--- config.mk ---
export PLATFORM = sky130hd
export DESIGN_NAME = axis_seg7_display
export DESIGN_NICKNAME = d
export VERILOG_FILES = /design/src/rtl/axis_seg7_display.sv
export SDC_FILE = /design/constraint.sdc
export NUM_CORES = 1
export LEC_CHECK = 0
export CAP_MARGIN = 20
export CORE_UTILIZATION = 51
export CTS_CLUSTER_DIAMETER = 60
export DETAILED_ROUTE_END_ITERATION = 10
export PLACE_DENSITY = 0.68
export SYNTH_ARGS = -nofsm -noshare
export SYNTH_HDL_FRONTEND = slang
export SYNTH_SLANG_ARGS = --single-unit
--- constraint.sdc ---
create_clock -name clk -period 4.8 [get_ports clk]
set_input_delay 0.96 -clock clk [delete_from_list [all_inputs] [get_ports clk]]
set_output_delay 0.96 -clock clk [all_outputs]
set_load 0.005 [all_outputs]
--- src/rtl/axis_seg7_display.sv ---
// AXI-Stream sink that converts each accepted unsigned word to BCD (double-dabble)
// and shows it on a multiplexed, common-anode 7-segment display with leading-zero blanking.
module axis_seg7_display #(
  parameter int unsigned W        = 16,
  parameter int unsigned DIGITS   = 5,
  parameter int unsigned SCAN_DIV = 1000
) (
  input  logic              clk,
  input  logic              rst,
  input  logic              s_valid,
  output logic              s_ready,
  input  logic [W-1:0]      s_data,
  output logic [6:0]        seg,
  output logic [DIGITS-1:0] an,
  output logic              busy
);

  localparam int unsigned BW = 4 * DIGITS;
  localparam int unsigned CW = $clog2(W + 1);
  localparam int unsigned SW = $clog2(SCAN_DIV);
  localparam int unsigned IW = (DIGITS > 1) ? $clog2(DIGITS) : 1;

  function automatic longint unsigned pow10(input int unsigned n);
    longint unsigned p;
    p = 64'd1;
    for (int unsigned i = 0; i < n; i++) p = p * 64'd10;
    return p;
  endfunction

  if (pow10(DIGITS) <= ((64'd1 << W) - 64'd1)) begin : g_digits_check
    $error("axis_seg7_display: DIGITS too small to show 2^W-1");
  end

  typedef enum logic [1:0] {IDLE, CONV, LOAD} state_t;

  state_t         state, state_nx;
  logic [W-1:0]   sh;
  logic [BW-1:0]  bcd, bcd_adj, disp;
  logic [CW-1:0]  cnt;
  logic [SW-1:0]  scan_cnt;
  logic [IW-1:0]  idx;
  logic [3:0]     sel_nib;
  logic           upper_nz, blank;

  function automatic logic [6:0] seg_dec(input logic [3:0] d);
    case (d)
      4'd0:    return 7'b1000000;
      4'd1:    return 7'b1111001;
      4'd2:    return 7'b0100100;
      4'd3:    return 7'b0110000;
      4'd4:    return 7'b0011001;
      4'd5:    return 7'b0010010;
      4'd6:    return 7'b0000010;
      4'd7:    return 7'b1111000;
      4'd8:    return 7'b0000000;
      4'd9:    return 7'b0010000;
      default: return 7'b1111111;
    endcase
  endfunction

  always_ff @(posedge clk or posedge rst) begin
    if (rst) state <= IDLE;
    else     state <= state_nx;
  end

  always_comb begin
    state_nx = state;
    s_ready  = 1'b0;
    busy     = 1'b1;
    case (state)
      IDLE: begin
        s_ready = 1'b1;
        busy    = 1'b0;
        if (s_valid) state_nx = CONV;
      end
      CONV: if (cnt == CW'(W - 1)) state_nx = LOAD;
      LOAD: state_nx = IDLE;
      default: state_nx = IDLE;
    endcase
  end

  always_comb begin
    bcd_adj = bcd;
    for (int unsigned i = 0; i < DIGITS; i++) begin
      if (bcd[4*i +: 4] >= 4'd5) bcd_adj[4*i +: 4] = bcd[4*i +: 4] + 4'd3;
    end
  end

  // {bcd, sh} is one shift register: the MSB of sh enters the BCD LSB each cycle
  always_ff @(posedge clk or posedge rst) begin
    if (rst) begin
      sh   <= '0;
      bcd  <= '0;
      cnt  <= '0;
      disp <= '0;
    end else begin
      case (state)
        IDLE: if (s_valid) begin
          sh  <= s_data;
          bcd <= '0;
          cnt <= '0;
        end
        CONV: begin
          bcd <= {bcd_adj[BW-2:0], sh[W-1]};
          sh  <= {sh[W-2:0], 1'b0};
          cnt <= cnt + 1'b1;
        end
        LOAD: disp <= bcd;
        default: ;
      endcase
    end
  end

  always_ff @(posedge clk or posedge rst) begin
    if (rst) begin
      scan_cnt <= '0;
      idx      <= '0;
    end else if (scan_cnt == SW'(SCAN_DIV - 1)) begin
      scan_cnt <= '0;
      idx      <= (idx == IW'(DIGITS - 1)) ? '0 : idx + 1'b1;
    end else begin
      scan_cnt <= scan_cnt + 1'b1;
    end
  end

  // A digit is blank when it and every digit above it are zero; digit 0 never blanks
  always_comb begin
    sel_nib  = disp[{idx, 2'b00} +: 4];
    upper_nz = 1'b0;
    for (int unsigned i = 0; i < DIGITS; i++) begin
      if (IW'(i) >= idx && disp[4*i +: 4] != 4'd0) upper_nz = 1'b1;
    end
    blank = (idx != '0) && !upper_nz;
  end

  always_ff @(posedge clk or posedge rst) begin
    if (rst) begin
      seg <= 7'b1000000;
      an  <= {{(DIGITS-1){1'b1}}, 1'b0};
    end else begin
      seg <= blank ? '1 : seg_dec(sel_nib);
      an  <= ~(DIGITS'(1) << idx);
    end
  end

endmodule
# After elaboration in Yosys (flattened, before gate mapping)
# Memory sizes are Yosys's and may differ from the RTL's.
# Cells that the tools add are included.
# classes
shifts	2
n_addsub	8
reduce_logical	17
bitwise	1
eq_ne	7
mux	24
magnitude_cmp	10
n_mul	0
div	0
# ops
cell	count
case mux 20 bit (2 select lines)	1
case mux 16 bit (2 select lines)	1
>= comparator 4 x 3 -> 1 bit, second input constant	5
2-to-1 mux 20 bit	1
nonzero test 4 bit	5
variable part select 20 x 6 -> 4 bit	1
adder 4 x 2 -> 4 bit, second input constant	4
2-to-1 mux 16 bit	1
2-to-1 mux 4 bit	4
adder 10 x 1 -> 10 bit, second input constant	1
equality test 10 bit, second input constant	1
2-to-1 mux 10 bit	1
case mux 5 bit (2 select lines)	1
2-to-1 mux 1 bit	7
2-to-1 mux 7 bit	1
>= comparator 1 x 3 -> 1 bit, first input constant	2
>= comparator 2 x 3 -> 1 bit, first input constant	2
logical AND 1 bit	6
2-to-1 mux 3 bit	2
adder 5 x 1 -> 5 bit, second input constant	1
equality test 5 x 4 -> 1 bit, second input constant	1
2-to-1 mux 5 bit	1
inverter 5 bit	1
<< shifter 1 x 3 -> 5 bit, first input constant	1
14 further kinds	17
# word_totals
latchBits	0
rom_bits	112
mem_bits_rw	0
elab_cells	79
input_bits	19
out_inout_bits	14
register_bits	88
mem_count	1
# mem_list
memory	depth	width	read_ports	rd_ports_with_merged_regs	write_ports	line_no	text
(name not given)	16	7	1	0	0	46	case (d)

# Depth between registers and ports, before layout
# depth
ltp_word	10
mapped_depth	9
depth_no_buf	8

# Worst setup path after synthesis
# Ideal clock, no wire load.
# synth_path
path_kind	flip-flop to flip-flop
start	register idx[0]
end	register seg[5]
stages_incl_launch_ff	9
setup_time_ns	0.129
path_buffers	1
synth_period_minus_slack_ns	1.998
setup_slack_ns	2.802
required_time_ns	4.671
t_arrival_ns	1.870
path_cell_list	dfrtp_1 > buf_6 > mux2i_1 > nor2_1 > a211oi_1 > inv_1 > ha_1 > a211oi_1 > o21ai_1
# synth_between
elab_chain_cells	10
word_cells_on_any_way	21
classes_between	5 x order compare; 1 x shift; 6 x mux; 8 x reduce/logical; 1 x memory
# synth_lines
element	line_no	text
start, declared	41	logic [IW-1:0] idx;
start signal, assigned	120	idx <= (idx == IW'(DIGITS - 1)) ? '0 : idx + 1'b1;
>= comparator 1 x 3 -> 1 bit	131	if (IW'(i) >= idx && disp[4*i +: 4] != 4'd0) upper_nz = 1'b1;
logical AND 1 bit	131	
2-to-1 mux 1 bit (5 in series)	131	
zero test 1 bit	133	blank = (idx != '0) && !upper_nz;
logical AND 1 bit	133	
2-to-1 mux 7 bit (*)	141	seg <= blank ? '1 : seg_dec(sel_nib);
end signal, assigned	141	
end, declared	13	output logic [6:0] seg,
# Every way passes the cells marked *; elsewhere a longest branch is shown, timed or not.
# A chain may end at the register's enable or synchronous reset.

# Final worst setup path
# layout_path
start	register state[0]
end	output port busy
# layout_between
elab_chain_cells	2
# layout_lines
element	line_no	text
start, declared	36	state_t state, state_nx;
start signal, assigned	63	else state <= state_nx;
zero test 2 bit	70	case (state)
2-to-1 mux 1 bit	70	
end, declared	15	output logic busy
# No other way between the ends.

==> impl_metrics.toml <==
[setup_path]
endpoint_kind = "output port"
crit_start = "state[0]"
worstSetupPathType = "register to output port"
required_ns = 3.84
arrival_ns = 2.09
cp_max_fo = 36
path_delay_family = "flip-flops"
start_kind = "register"
max_stage_delay_ns = 0.96
slowest_stage = "dfrtp_1"
cp_num_buf_inv = 2
path_cells = "nor2_1, inv_1, clkdlybuf4s50_1"
reg2reg_from = "idx[0]"

[global_route]
grt_max_degree = 57
grt_pass1_wl_um = 14100
grt_util_all_layers = 0.198
grt_overflow = 0
grt_pass1_vias = 3080
antenna_found_initial = 0

[clock_tree]
cts.sink_count = 88
cts_tree = "yes"
cts_buffer_depth = 2
cts_hold_buf = 0
cts.repair.resized = 0
post-cts-setup-buffer-count = 0
h-tree-depth = 3
clk_latency_ns = 0.34
clk_pin_slew_ns = 0.08
clock-root-buffer = "clkbuf_8"
numCtsBuffers = 9

[timing]
holdWs_ns = 0.461
min_period_ns = 3.05
fin_ws_ns = 1.75
setup_tns_ns = 0
setup_violations = 0
max_slew_margin = 0.370
slew_violations = 0
fin_skew_ns = 0.00908
hold_viol = 0
rsz0062_at_grt = "no"
clock.fmax_mhz = 328
post-route-period-util = 0.634
tightest_slew_ns = 0.945

[power_and_ir_drop]
switching_share = 0.357
combinationalPowerShare = 0.336
intPower_mw = 1.57
netSwitchingPower_mw = 0.874
power.total_mw = 2.44
p_seq_frac = 0.463
p_leak_nw = 2.28
peakVddDrop_mv = 0.225
powerDensity_nw_per_um2 = 481
pwr-share-clk = 0.201

[synth]
yosysWarnings = 0
synth_top_area_cell = "dfrtp_1"
syn_avg_cell_area_um2 = 10.1
synth_edf_count = 0
synth_top_area_share = 0.466
yosys_most_used_dff = "dfrtp_1"
async_flop_share = 1.00
syn-num-nets = 484
synth_cell_types = 51
postSynthCellCount = 442
ys_top_cells_by_area = "dfrtp_1 (47%), ha_1 (6.4%), o21ai_0 (5.7%), nand2_1 (4.5%), a21oi_1 (4.2%)"
ys_seq_area_frac = 0.495
netlist_area_um2 = 4460
synth-seq-cells = 88

[cells_and_area]
layoutNonFillerInstCount = 581
n_antenna_cell = 0
final_area_um2 = 5080
syn_to_final_growth_pct = 13.9
fin_util = 0.609
drive_gt1_frac = 0.101
nets = 513

[place]
place_area_um2 = 4850
place_hpwl_um = 5490
detailedPlace.worstSlack_ns = 1.75
placedCellCount = 563
io_buffers = 32
place.gp.congestion = 0.728

[drt]
vias_per_cell = 5.49
wl_per_cell_um = 13.7
drt_iter0_drc = 145
ant_nets = 0
vias = 3191
dr.pass1.iters = 5
drc = 0
routed_wl_um = 7950

[die]
pin_count = 33
die_area_um2 = 9130
rows = 33
coreArea_um2 = 8340
initial_core_util = 0.535
die_w_um = 95.5
die_h_um = 95.5

[outcome]
status = "finished clean"

[hold_path]
hold_start = "scan_cnt[0]"
worstHoldPathType = "register to register"

[job]
drv_cap = 0
## state kept, by name, summed over array words and instances (netlist names)
signal,count
idx,3
sh,16
cnt,5
bcd,20
an,5
disp,20
state,2
scan_cnt,10
seg,7
## power by group through the flow
stage,combinational [mW],sequential [mW],clock [mW]
detailed placement,0.825,1.14,0
global route,0.947,1.17,0.544
global placement,0.794,1.14,0
finish,0.822,1.13,0.492
CTS,0.827,1.13,0.510
floorplan,0.643,1.08,0
## synthesized netlist by cell type, types with 6 or more instances
cell type,instances
xnor2_1,8
nor2_1,20
dfrtp_1,83
a211oi_1,6
nor3_1,8
ha_1,23
and3b_1,14
o21ai_0,51
mux2_2,10
nand2b_1,9
inv_1,20
mux2i_1,8
a21oi_1,37
nand2_1,54
nor4_1,6
xor2_1,6
clkbuf_1,15
nand3_1,9
## cells by family (layout without fill, tap and decap cells)
logic type | after synthesis | after routing | synth area share
AOI/OAI and AO/OA | 118 | 118 | 0.160
and+or+nand+nor | 141 | 141 | 0.169
muxes | 20 | 20 | 0.0499
adders and majority gates | 23 | 23 | 0.0645
buffers and inverters | 38 | 72 | 0.0345
DFF | 88 | 88 | 0.495
xor gates and xnor gates | 14 | 14 | 0.0275
## area by class of cell
| class | count | area, µm² |
|---|---|---|
| Sequential cell | 88 | 2210 |
| Tap cell | 105 | 131 |
| Clock buffer | 12 | 135 |
| Multi-Input combinational cell | 316 | 2100 |
| Inverter | 20 | 76.3 |
| Timing Repair Buffer | 36 | 378 |
| Fill cell | 717 | 3260 |
| Clock inverter | 4 | 47.5 |
## layer usage
layer | up-vias | GRT usage | routed length (µm)
li1 | 1601 | - | -
met1 | 1551 | 0.269 | 3990
met2 | 34 | 0.320 | 3730
met3 | 5 | 0.0383 | 167
met4 | 0 | 0.0634 | 64
met5 | - | 0 | 0
## final timing paths
kind / endpoint / slack, ns / cells after the start
setup reg to reg: seg[5] / 2.42 / 7
setup / recovery: busy / 1.75 / 3
max in group asynchronous: bcd[11] / 3.08 / 4
hold / removal: scan_cnt[0] / 0.46 / 1
min in group asynchronous: scan_cnt[4] / 0.79 / 2
hold reg to reg: scan_cnt[0] / 0.46 / 1
## worst reg2reg max path: stages (launching register included)
cell and delay, ns:
dfrtp_1 0.74, mux2i_1 0.29, nor2_1 0.10, a211oi_1 0.46, inv_1 0.12, ha_1 0.24
a211oi_1 0.22, o21ai_1 0.08
## placed cells by master, fill, tap and decap left out, types with 2 or more instances in the layout
cell type / instances
nor2b_1: 2
o21ai_0: 51
mux2i_1: 8
o31ai_1: 3
nand2_2: 2
o22ai_1: 2
buf_4: 2
mux2_2: 10
nand2b_1: 9
nor4_1: 6
nand3_1: 9
xnor2_1: 8
inv_1: 19
a211oi_1: 6
clkbuf_8: 9
and2_1: 3
nand3b_1: 2
clkbuf_1: 3
a21oi_1: 37
clkinv_2: 3
and3b_1: 14
dfstp_2: 5
dfrtp_1: 83
mux2_4: 2
nand2_1: 54
o21ai_1: 5
clkdlybuf4s50_1: 32
nor3b_1: 2
and3_1: 2
a22o_1: 3
a21o_1: 2
nor2_1: 20
nor3_1: 8
ha_1: 23
xor2_1: 6
Note: power is estimated with default switching activity, not from simulation.
